===== config.mk =====
export PLATFORM = sky130hd
export DESIGN_NAME = i2s_rx_sequencer
export DESIGN_NICKNAME = d
export VERILOG_FILES = /design/src/rtl/i2s_pkg.sv /design/src/rtl/i2s_frame_fifo.sv /design/src/rtl/i2s_rx_sequencer.sv
export SDC_FILE = /design/constraint.sdc
export NUM_CORES = 1
export LEC_CHECK = 0
export CAP_MARGIN = 5
export CELL_PAD_IN_SITES_DETAIL_PLACEMENT = 1
export CELL_PAD_IN_SITES_GLOBAL_PLACEMENT = 1
export CORE_MARGIN = 1
export CORE_UTILIZATION = 52
export DETAILED_ROUTE_END_ITERATION = 16
export GPL_TIMING_DRIVEN = 1
export MAX_ROUTING_LAYER = met4
export PLACE_DENSITY_LB_ADDON = 0.1
export SYNTH_ARGS = -nofsm -noshare
export SYNTH_HDL_FRONTEND = slang
export SYNTH_HIERARCHICAL = 1
export SYNTH_SLANG_ARGS = --single-unit

===== constraint.sdc =====
create_clock -name mclk -period 14.4 [get_ports mclk]
set_input_delay 4.32 -clock mclk [delete_from_list [all_inputs] [get_ports mclk]]
set_output_delay 4.32 -clock mclk [all_outputs]
set_load 0.03 [all_outputs]

===== src/rtl/i2s_pkg.sv =====
// Shared types and default geometry for the I2S receive sequencer.
package i2s_pkg;

  localparam int unsigned SAMPLE_W    = 16;
  localparam int unsigned SLOT_BITS_D = 32;
  localparam int unsigned FRAME_BITS  = 2 * SLOT_BITS_D;

  typedef enum logic [1:0] {
    IDLE     = 2'd0,
    RUN      = 2'd1,
    STOPPING = 2'd2
  } seq_state_t;

  typedef struct packed {
    logic [SAMPLE_W-1:0] l;
    logic [SAMPLE_W-1:0] r;
  } stereo_frame_t;

endpackage


===== src/rtl/i2s_frame_fifo.sv =====
// Synchronous stereo-frame FIFO with fall-through head; a push into a full FIFO
// is accepted only when a pop happens in the same cycle.
module i2s_frame_fifo
  import i2s_pkg::*;
#(
  parameter int unsigned DEPTH = 4
) (
  input  logic          clk,
  input  logic          rst,
  input  logic          i_push,
  input  stereo_frame_t i_data,
  input  logic          i_pop,
  output stereo_frame_t o_head_c,
  output logic          o_full_c,
  output logic          o_empty_c
);

  localparam int unsigned AW = $clog2(DEPTH);

  stereo_frame_t r_mem [DEPTH];
  logic [AW:0]   r_wptr;
  logic [AW:0]   r_rptr;
  logic          w_wr;
  logic          w_rd;

  // Extra pointer MSB distinguishes full from empty.
  assign o_empty_c = (r_wptr == r_rptr);
  assign o_full_c  = (r_wptr == {~r_rptr[AW], r_rptr[AW-1:0]});
  assign o_head_c  = r_mem[r_rptr[AW-1:0]];
  assign w_rd      = i_pop && !o_empty_c;
  assign w_wr      = i_push && (!o_full_c || w_rd);

  always_ff @(posedge clk or posedge rst) begin
    if (rst) begin
      r_wptr <= '0;
      r_rptr <= '0;
      for (int unsigned i = 0; i < DEPTH; i++) begin
        r_mem[i] <= '0;
      end
    end else begin
      if (w_wr) begin
        r_mem[r_wptr[AW-1:0]] <= i_data;
        r_wptr                <= r_wptr + 1'b1;
      end
      if (w_rd) begin
        r_rptr <= r_rptr + 1'b1;
      end
    end
  end

endmodule


===== src/rtl/i2s_rx_sequencer.sv =====
// I2S receive timing master: sclk/ws generation, frame-aligned start/stop,
// stereo frame capture into a FIFO. I2S_RX_SEQ_OVR_CNT_EN adds ovr_count.
module i2s_rx_sequencer
  import i2s_pkg::*;
#(
  parameter int unsigned WIDTH      = SAMPLE_W,
  parameter int unsigned SLOT_BITS  = FRAME_BITS / 2,
  parameter int unsigned SCLK_DIV   = 24,
  parameter int unsigned FIFO_DEPTH = 4
) (
  input  logic             mclk,
  input  logic             rst,
  input  logic             enable,
  output logic             sclk,
  output logic             ws,
  output logic             bit_tick,
  input  logic [WIDTH-1:0] rx_data_l,
  input  logic [WIDTH-1:0] rx_data_r,
  output logic             m_valid,
  input  logic             m_ready,
  output logic [WIDTH-1:0] m_data_l,
  output logic [WIDTH-1:0] m_data_r,
  output logic             running,
  input  logic             overrun_clr,
  output logic             overrun
`ifdef I2S_RX_SEQ_OVR_CNT_EN
  ,
  output logic [7:0]       ovr_count
`endif
);

  localparam int unsigned FRAME_LEN = 2 * SLOT_BITS;
  localparam int unsigned HALF_DIV  = SCLK_DIV / 2;
  localparam int unsigned DIV_W     = $clog2(SCLK_DIV);
  localparam int unsigned BIT_W     = $clog2(FRAME_LEN);

  seq_state_t       r_state;
  logic [DIV_W-1:0] r_div_cnt;
  logic [BIT_W-1:0] r_bit_cnt;
  logic             r_sclk;
  logic             r_ws;
  logic             r_bit_tick;
  logic             r_running;
  logic             r_first;
  logic             r_cap_stb;
  logic             r_overrun;

  logic             w_active;
  logic             w_div_wrap;
  logic             w_frame_end;
  logic [DIV_W-1:0] w_div_nxt;
  logic [BIT_W-1:0] w_bit_nxt;
  stereo_frame_t    w_cap;
  stereo_frame_t    w_head;
  logic             w_full;
  logic             w_empty;
  logic             w_pop;
  logic             w_drop;

  assign w_active    = (r_state != IDLE);
  assign w_div_wrap  = w_active && (r_div_cnt == DIV_W'(SCLK_DIV - 1));
  assign w_frame_end = w_div_wrap && (r_bit_cnt == BIT_W'(FRAME_LEN - 1));
  assign w_div_nxt   = w_div_wrap ? '0 : r_div_cnt + 1'b1;
  assign w_bit_nxt   = (r_bit_cnt == BIT_W'(FRAME_LEN - 1)) ? '0 : r_bit_cnt + 1'b1;

  // Sequencer FSM with bit-clock and word-select dividers.
  always_ff @(posedge mclk or posedge rst) begin
    if (rst) begin
      r_state    <= IDLE;
      r_div_cnt  <= '0;
      r_bit_cnt  <= '0;
      r_sclk     <= 1'b0;
      r_ws       <= 1'b0;
      r_bit_tick <= 1'b0;
      r_running  <= 1'b0;
      r_first    <= 1'b0;
      r_cap_stb  <= 1'b0;
    end else begin
      // The first frame after start has no preceding ws edge, so it is not captured.
      r_cap_stb <= w_frame_end && !r_first;
      if (w_frame_end) begin
        r_first <= 1'b0;
      end
      case (r_state)
        IDLE: begin
          r_div_cnt  <= '0;
          r_bit_cnt  <= '0;
          r_sclk     <= 1'b0;
          r_ws       <= 1'b0;
          r_bit_tick <= 1'b0;
          if (enable) begin
            r_state   <= RUN;
            r_running <= 1'b1;
            r_first   <= 1'b1;
          end
        end
        RUN, STOPPING: begin
          r_div_cnt  <= w_div_nxt;
          r_sclk     <= (w_div_nxt >= DIV_W'(HALF_DIV));
          r_bit_tick <= (w_div_nxt == DIV_W'(HALF_DIV - 1));
          if (w_div_wrap) begin
            r_bit_cnt <= w_bit_nxt;
            // ws leads the slot boundary by one bit.
            if (w_bit_nxt == BIT_W'(SLOT_BITS - 1)) begin
              r_ws <= 1'b1;
            end else if (w_bit_nxt == BIT_W'(FRAME_LEN - 1)) begin
              r_ws <= 1'b0;
            end
          end
          if (r_state == RUN) begin
            if (!enable) begin
              r_state <= STOPPING;
            end
          end else if (enable) begin
            r_state <= RUN;
          end else if (w_frame_end) begin
            r_state   <= IDLE;
            r_running <= 1'b0;
          end
        end
        default: begin
          r_state   <= IDLE;
          r_running <= 1'b0;
        end
      endcase
    end
  end

  assign w_cap.l = SAMPLE_W'(rx_data_l);
  assign w_cap.r = SAMPLE_W'(rx_data_r);
  assign w_pop   = m_valid && m_ready;
  assign w_drop  = r_cap_stb && w_full && !w_pop;

  i2s_frame_fifo #(
    .DEPTH (FIFO_DEPTH)
  ) u_fifo (
    .clk       (mclk),
    .rst       (rst),
    .i_push    (r_cap_stb),
    .i_data    (w_cap),
    .i_pop     (w_pop),
    .o_head_c  (w_head),
    .o_full_c  (w_full),
    .o_empty_c (w_empty)
  );

  // Sticky drop flag; a drop in the same cycle as a clear wins.
  always_ff @(posedge mclk or posedge rst) begin
    if (rst) begin
      r_overrun <= 1'b0;
    end else if (w_drop) begin
      r_overrun <= 1'b1;
    end else if (overrun_clr) begin
      r_overrun <= 1'b0;
    end
  end

`ifdef I2S_RX_SEQ_OVR_CNT_EN
  logic [7:0] r_ovr_count;

  always_ff @(posedge mclk or posedge rst) begin
    if (rst) begin
      r_ovr_count <= '0;
    end else if (overrun_clr) begin
      r_ovr_count <= {7'd0, w_drop};
    end else if (w_drop && (r_ovr_count != 8'hFF)) begin
      r_ovr_count <= r_ovr_count + 8'd1;
    end
  end

  assign ovr_count = r_ovr_count;
`endif

  assign sclk     = r_sclk;
  assign ws       = r_ws;
  assign bit_tick = r_bit_tick;
  assign running  = r_running;
  assign overrun  = r_overrun;
  assign m_valid  = !w_empty;
  assign m_data_l = WIDTH'(w_head.l);
  assign m_data_r = WIDTH'(w_head.r);

endmodule

# Yosys cells after proc, flatten, opt, wreduce, memory -nomap -nowiden
# Cells that the tools add are included.
op_classes:
  n_mux: 33
  order_cmp: 4
  n_addsub: 4
  n_eq_ne: 17
  bitwise_logic: 3
  n_reduce_logical: 23
ops:
  columns: ["operator", "n"]
  rows:
  - ["128-bit bitwise mux", 1]
  - ["32-bit 2-to-1 mux", 3]
  - ["32-bit binary-select mux with 2-bit select", 1]
  - ["32-bit demux with 2-bit select", 1]
  - ["6-bit == test, second input constant", 2]
  - ["1-bit 2-to-1 mux", 12]
  - ["6-bit 2-to-1 mux", 2]
  - ["6-bit case mux with 2 select lines", 1]
  - ["2-bit 2-to-1 mux", 5]
  - ["2-bit inequality test, second input constant", 5]
  - ["5-bit case mux with 2 select lines", 1]
  - ["1-bit logical AND", 9]
  - ["1-bit case mux with 2 select lines", 4]
  - ["3-bit by 1-bit adder with 3-bit output, second input constant", 2]
  - ["6-bit by 1-bit adder with 6-bit output, second input constant", 1]
  - ["3-bit == test", 2]
  - ["6-bit by 5-bit == test with 1-bit output, second input constant", 1]
  - ["3-bit greater-or-equal comparator, second input constant", 2]
  - ["3-bit inequality test, second input constant", 2]
  - ["2-bit inverter with 3-bit output", 2]
  - ["3-bit AND reduction", 2]
  - ["2-bit nonzero test", 3]
  - ["5-bit by 1-bit adder with 5-bit output, second input constant", 1]
  - ["5-bit by 4-bit == test with 1-bit output, second input constant", 1]
  - ["other kinds (15)", 18]
totals:
  ff_bits: 154
  wordCells: 104

# Longest topological paths before layout
# Gate-level depths: netlist of the first run.
depth:
  depth_word: 7
  depth_mapped: 9

# Cells and area by module
# The synthesis of the first run kept the hierarchy.
modules_own_cells:
  columns: ["mod", "cells_each", "instances", "area_each_um2", "seq_area_each_um2"]
  rows:
  - ["i2s_frame_fifo", 347, 1, 6193.4, 3353.2]
  - ["i2s_rx_sequencer", 135, 1, 1201.2, 500.5]

# Worst setup path before layout of the first run
# No wires, ideal clock.
synth_path:
  kind: "input port to flip-flop"
  start: "input port m_ready"
  end: "register u_fifo/r_mem[0] (netlist name)"
  t_arrival_ns: 5.793
  slack_ns: 8.482
  cell_stages: 5
  cell_sequence: "nor2b_1 buf_1 o41ai_4 buf_6 mux2_4"
synth_between:
  elab_chain_len: 4
synth_lines:
  columns: ["element", "line_no", "source"]
  rows:
  - ["start, declared", "i2s_rx_sequencer.sv:20", "input logic m_ready,"]
  - ["1-bit logical AND", "i2s_rx_sequencer.sv:131", "assign w_pop = m_valid && m_ready;"]
  - ["1-bit logical AND", "i2s_frame_fifo.sv:30", "assign w_rd = i_pop && !o_empty_c;"]
  - ["1-bit logical OR", "i2s_frame_fifo.sv:31", "assign w_wr = i_push && (!o_full_c || w_rd);"]
  - ["1-bit logical AND", "i2s_frame_fifo.sv:31", null]
  - ["end signal, assigned by index", "i2s_frame_fifo.sv:42", "r_mem[r_wptr[AW-1:0]] <= i_data;"]
  - ["end, declared", "i2s_frame_fifo.sv:20", "stereo_frame_t r_mem [DEPTH];"]
# Every way passes these cells.
# A chain may end at the register's enable or synchronous reset.

# Final worst setup path of the first run
layout_path:
  start: "register u_fifo.r_rptr[0]"
  end: "output port m_valid"
layout_between:
  elab_chain_len: 2
layout_lines:
  columns: ["element", "line_no", "source"]
  rows:
  - ["start, declared", "i2s_frame_fifo.sv:22", "logic [AW:0] r_rptr;"]
  - ["start signal, assigned", "i2s_frame_fifo.sv:46", "r_rptr <= r_rptr + 1'b1;"]
  - ["3-bit == test", "i2s_frame_fifo.sv:27", "assign o_empty_c = (r_wptr == r_rptr);"]
  - ["named net w_empty", "i2s_rx_sequencer.sv:56", "logic w_empty;"]
  - ["1-bit zero test", "i2s_rx_sequencer.sv:179", "assign m_valid = !w_empty;"]
  - ["end, declared", "i2s_rx_sequencer.sv:19", "output logic m_valid,"]
# The timed path passes the listed nets, and every way through them passes these cells.

==> results by group, run 1 <==
STA
  – Hold Violations, Final: 0
  – Pins Over Slew Limit: 0
  – Least-Margin Pin Slew: 1010 ps
  – Final number of setup-violating endpoints: 0
  – FMAX: 0.136 GHz
  – RSZ-0062 raised after global routing: no
  – Final clock skew: 12.1 ps
  – Hold slack: 480 ps
  – Setup TNS: 0 ps
  – Min Tclk post-route: 7370 ps
  – Max_slew headroom: 0.327
  – Crit share post-route: 0.512

Layout
  – Share of cells above drive strength 1: 0.364
  – Non-filler cells, final: 749
  – Diode count: 0
  – Fin area: about 8800 sq um
  – Final core utilization: 0.638
  – Area grow syn2layout: 19.7%
  – Fin nets: 606

Global route
  – Global-route wire length before repair: 27000 microns
  – Largest net degree at the start of global routing: 71
  – GRT Overall Usage: 0.254
  – Overflow after GRT: 0
  – Initial antenna violation count: 0
  – Busiest grt layer: met2
  – Met3 Usage GRT: 0.0484
  – Vias in the first global route: between 4000 and 5000
  – Met2 Use GR: 0.423
  – Met1 Use GR: 0.316

Critical path
  – CP max FO: 20
  – Worst endpoint required time: 10080 ps
  – Cells along the critical path: buf_4 -> xor2_4 -> or2_2 -> nor2_1 -> inv_1 -> clkdlybuf4s50_1
  – Crit-path slowest cell: dfrtp_2
  – CP Class: reg -> out
  – CP Capture Type: output pin
  – CP Launch Type: flip-flop
  – CP peak stage delay: 720 ps
  – Critical path arrival: just over 3000 ps

Place
  – Area after DPL: 8210 sq um
  – Port bufs: 74
  – Gpl congestion: 0.776
  – DP HPWL: 9830 microns
  – Placed Instances: around 720

Run
  – MaxCap Viol Count: 0

Pwr
  – Sequential Power Share: 0.429
  – Clock power frac: 0.463
  – Combinational Power Share: 0.108
  – Pwr per Cell Area: 118 nW/um^2
  – Leakage: ~4.2 nW
  – Internal: 0.000777 W
  – Worst VDD drop: 0.0870 mV
  – P_sw: 0.000265 W
  – Switching Share: 0.254

Routing
  – First-pass DRT Iterations: 4
  – Via-per-instance ratio: 5.75
  – Via count: 4305
  – Routed wire per std cell: 21.6 microns
  – Routed Antenna Nets: 0
  – Final wirelength: 16100 microns
  – Initial DRC count: 181
  – DRC viols: 0

Synth
  – Number of synthesized register bits: 154
  – Sequential area share after synthesis: 0.521
  – Largest cells by area after synthesis: dfrtp_1 (52%), mux2_2 (14%), mux4_2 (9.7%), mux2_4 (5.9%), ha_1 (2.2%)
  – Number of flops mapped to enable cells by yosys: 0
  – Syn_nets: between 500 and 600
  – Ys async rst share: 1.00
  – Post-synth top area share: 0.521
  – Post-synthesis cell count: 482
  – Largest area contributor in the netlist: dfrtp_1
  – Post-synth top cells: dfrtp_1 (154), mux2_2 (94), mux4_2 (32)
  – Netlist Area Pre-Place: 7390 sq um
  – Yosys cell types: 49
  – Primary FF master, synth: dfrtp_1
  – Yosys warnings: 6
  – Syn Area/Cell: 15.3 sq um
  – Most frequent cell after synthesis: dfrtp_1

Clock network
  – Postcts setup bufs: 0
  – Cts hold-fix bufs: 0
  – CTS H-Tree Depth: 4
  – Root buffer cell: clkbuf_16
  – Worst-skew pair later-pin latency: 430 ps
  – Clock slew seen by the registers of the worst setup and hold paths: 70 ps
  – Post-CTS Resized: 0
  – CTS tree: done
  – TritonCTS Buffers: 17
  – Sink Count: 154
  – CTS Buffer Depth: 2

Outcome
  – Status: completed

Die
  – Row Count: 43
  – Initial Util: 0.533
  – Die H: 121 microns
  – IO Count: 75
  – CORE AREA: 13900 sq um
  – Die ar.: 14700 sq um
  – Die width: 121 microns

Hold path
  – HP Class: reg -> reg
[power groups by stage]
stage / logic, W / clock network (W) / registers (W)
after floorplan: 0.0000700 / 0 / 0.000456
after global placement: 0.000105 / 0 / 0.000455
after detailed placement: 0.000110 / 0 / 0.000455
after CTS: 0.000113 / 0.000490 / 0.000447
after global routing: 0.000125 / 0.000507 / 0.000448
final: 0.000112 / 0.000482 / 0.000447
[final cells by class]
| type | count | area (sq um) |
|---|---|---|
| fill | 1312 | 5030 |
| sequential | 154 | 3860 |
| multi-input combinational | 290 | 3290 |
| timing repair buffer | 81 | 793 |
| clock buffer | 18 | 439 |
| tap | 180 | 225 |
| clock inverter | 14 | 196 |
| inverter | 12 | 50.0 |
[flip-flops by register name, indices dropped and copies added (netlist names)]
name,count
r_first,1
r_state,2
r_bit_cnt,6
u_fifo/r_rptr,3
u_fifo/r_mem,128
r_div_cnt,5
u_fifo/r_wptr,3
ws,1
bit_tick,1
sclk,1
r_cap_stb,1
running,1
overrun,1
[per-stage QoR]
step,power (W),setup slack [ps]
finish,0.00104,7030
global route,0.00108,6770
CTS,0.00105,6910
detailed placement,0.000565,7360
global placement,0.000560,7410
floorplan,0.000526,6500
[metal layers]
| layer | vias up | routed length [microns] |
|---|---|---|
| li1 | 1934 | - |
| met1 | 2276 | 6910 |
| met2 | 71 | 8590 |
| met3 | 24 | 447 |
| met4 | 0 | 201 |
| met5 | - | 0 |
[cells by family (layout without fill, tap and decap cells)]
logic type      after synthesis  after routing  synth area share
mux                         166            166             0.316
flops                       154            154             0.521
simple gates                 53             53            0.0355
compound gates               49             49            0.0548
buf+inv                      38            125            0.0340
fa+ha+maj                    13             13            0.0220
xor+xnor                      9              9            0.0168
[cells in the final DEF (no fill, tap or decap), drive strengths merged, types with 12 or more instances in the layout]
cell,n
nand2,16
ha,13
mux4,32
clkdlybuf4s50,74
dfrtp,154
o21ai,12
clkbuf,18
mux2,131
inv,13
[worst max-delay path: cells and delay by family (launching register included)]
family | cells | cell delay [ps]
buffers and inverters | 3 | 1160
DFF | 1 | 720
and+or+nand+nor | 2 | 510
xor gates and xnor gates | 1 | 220
[path summary, 6_finish.rpt]
path | to | depth (start not counted) | slack [ps] | startpoint
max | m_valid | 6 | 7030 | u_fifo/r_rptr[0]
min | r_cap_stb | 1 | 480 | r_first
max reg2reg | u_fifo/r_mem[22] | 9 | 10310 | u_fifo/r_rptr[0]
min reg2reg | r_cap_stb | 1 | 480 | r_first
max in group asynchronous | u_fifo/r_rptr[1] | 3 | 8670 | rst
min in group asynchronous | u_fifo/r_mem[87] | 2 | 4370 | rst
Note: power is estimated with default switching activity, not from simulation.
==> inputs of run 2 (changes only) <==
--- a/config.mk
+++ b/config.mk
@@ -9,7 +9,7 @@
 export CELL_PAD_IN_SITES_DETAIL_PLACEMENT = 1
 export CELL_PAD_IN_SITES_GLOBAL_PLACEMENT = 1
 export CORE_MARGIN = 1
-export CORE_UTILIZATION = 52
+export CORE_UTILIZATION = 48
 export DETAILED_ROUTE_END_ITERATION = 16
 export GPL_TIMING_DRIVEN = 1
 export MAX_ROUTING_LAYER = met4
==> constraint.sdc (replaced) <==
create_clock -name mclk -period 6.8 [get_ports mclk]
set_input_delay 2.04 -clock mclk [delete_from_list [all_inputs] [get_ports mclk]]
set_output_delay 2.04 -clock mclk [all_outputs]
set_load 0.03 [all_outputs]
==> results by group, run 2 (synthesis results as in run 1) <==
STA
  – FMAX: around 0.2 GHz
  – Final clock skew: about 8.3 ps
  – Final number of setup-violating endpoints: 0
  – RSZ-0062 raised after global routing: no
  – Crit share post-route: 0.736
  – Min Tclk post-route: 5000 ps
  – Hold slack: 450 ps
  – Pins Over Slew Limit: 0
  – Least-Margin Pin Slew: 1060 ps
  – Hold Violations, Final: 0
  – Setup TNS: 0 ps
  – Max_slew headroom: 0.292

Routing
  – Via count: 4333
  – Routed Antenna Nets: 0
  – DRC viols: 0
  – Initial DRC count: 158
  – Routed wire per std cell: 21.7 microns
  – First-pass DRT Iterations: 6
  – Final wirelength: around 16000 microns
  – Via-per-instance ratio: 5.71

Pwr
  – Worst VDD drop: 0.180 mV
  – Leakage: roughly 4.2 nW
  – Pwr per Cell Area: 250 nW/um^2
  – Pwr Total: 0.00223 W

Place
  – Area after DPL: 8260 sq um
  – DP HPWL: about 10000 microns
  – Gpl congestion: around 0.78
  – Port bufs: 74

Clock network
  – Cts hold-fix bufs: 0
  – Postcts setup bufs: 0
  – CTS H-Tree Depth: 4
  – Root buffer cell: clkbuf_16
  – Worst-skew pair later-pin latency: 430 ps
  – Sink Count: between 150 and 200
  – Post-CTS Resized: 0
  – Clock slew seen by the registers of the worst setup and hold paths: 60 ps
  – CTS Buffer Depth: 2
  – TritonCTS Buffers: 17
  – CTS tree: done

Critical path
  – Cells along the critical path: buf_4 -> mux4_2 -> clkdlybuf4s50_1
  – Critical path arrival: ~3000 ps
  – Worst endpoint required time: 4760 ps
  – CP peak stage delay: about 960 ps
  – CP Class: reg -> out
  – Crit-path slowest cell: dfrtp_2
  – CP max FO: 24
  – CP Launch Type: flip-flop
  – CP Capture Type: output pin

Layout
  – Max FFs per register: 128
  – Top Registers: u_fifo/r_mem x128, r_bit_cnt x6, r_div_cnt x5
  – Fin nets: 608
  – Commonest non-fill, non-tap cell in the layout: dfrtp_1
  – Share of cells above drive strength 1: 0.366
  – Fin area: roughly 9000 sq um
  – Area grow syn2layout: 20.7%
  – Commonest non-fill, non-tap cells in the layout: dfrtp_1 (152), mux2_2 (94), clkdlybuf4s50_1 (74)
  – Largest Register: u_fifo/r_mem
  – Diode count: 0

Run
  – MaxCap Viol Count: 0

Global route
  – Overflow after GRT: 0
  – GRT Overall Usage: 0.239
  – Initial antenna violation count: 0
  – Largest net degree at the start of global routing: 98
  – Global-route wire length before repair: about 28000 microns
  – Vias in the first global route: around 5000

Die
  – Row Count: 45
  – Die H: 126 microns
  – IO Count: 75
  – Die width: 126 microns
  – Initial Util: 0.488
  – Die ar.: 15900 sq um
  – CORE AREA: 15100 sq um

Outcome
  – Status: completed

Hold path
  – HP Class: reg -> reg
run 2: report_power, final:
part	total (W)	internal [W]	switching, W	leakage [nW]
Clock	0.00105	0.000663	0.000390	0.316
Combinational	0.000232	0.0000891	0.000143	1.78
Sequential	0.000947	0.000931	0.0000159	2.14
run 2: final cells by class:
type / count / area, sq um
clock inverters: 14 / 219
fillers: 1400 / 6220
well taps: 188 / 235
inverters: 12 / 50.0
clock buffers: 18 / 439
repair buffers: 83 / 833
flip-flops and latches: 154 / 3860
multi-input cells: 290 / 3290
run 2: path summary, 6_finish.rpt:
check                                 start           endpoint  slack, ps  cells past startpoint
setup / recovery           u_fifo/r_rptr[0]       m_data_l[14]       1800                      3
hold / removal                      r_first          r_cap_stb        450                      1
setup reg to reg           u_fifo/r_rptr[1]   u_fifo/r_mem[47]       2880                      8
hold reg to reg                     r_first          r_cap_stb        450                      1
max in group asynchronous               rst  u_fifo/r_mem[120]       3550                      3
min in group asynchronous               rst   u_fifo/r_mem[50]       2180                      2
run 2: through the flow:
stage                util  setup slack [ps]  cells
floorplan               -              1180    482
global placement    0.546              2220    727
detailed placement  0.546              2180    727
CTS                 0.589              1700    759
global route        0.589              1590    759
finish              0.589              1800    759
run 2: routing by layer:
metal | track usage | vias up | wire length (microns) | share of wire
li1 | - | 1932 | - | -
met1 | 0.285 | 2307 | 7020 | 0.43
met2 | 0.404 | 69 | 8770 | 0.53
met3 | 0.0501 | 25 | 430 | 0.026
met4 | 0.0780 | 0 | 272 | 0.016
met5 | - | - | 0 | 0
run 2: critical path, delay by kind of cell, from the launching register on:
kind	cells	cell delay, ps
DFF	1	960
muxes	1	560
buffers and inverters	2	1010
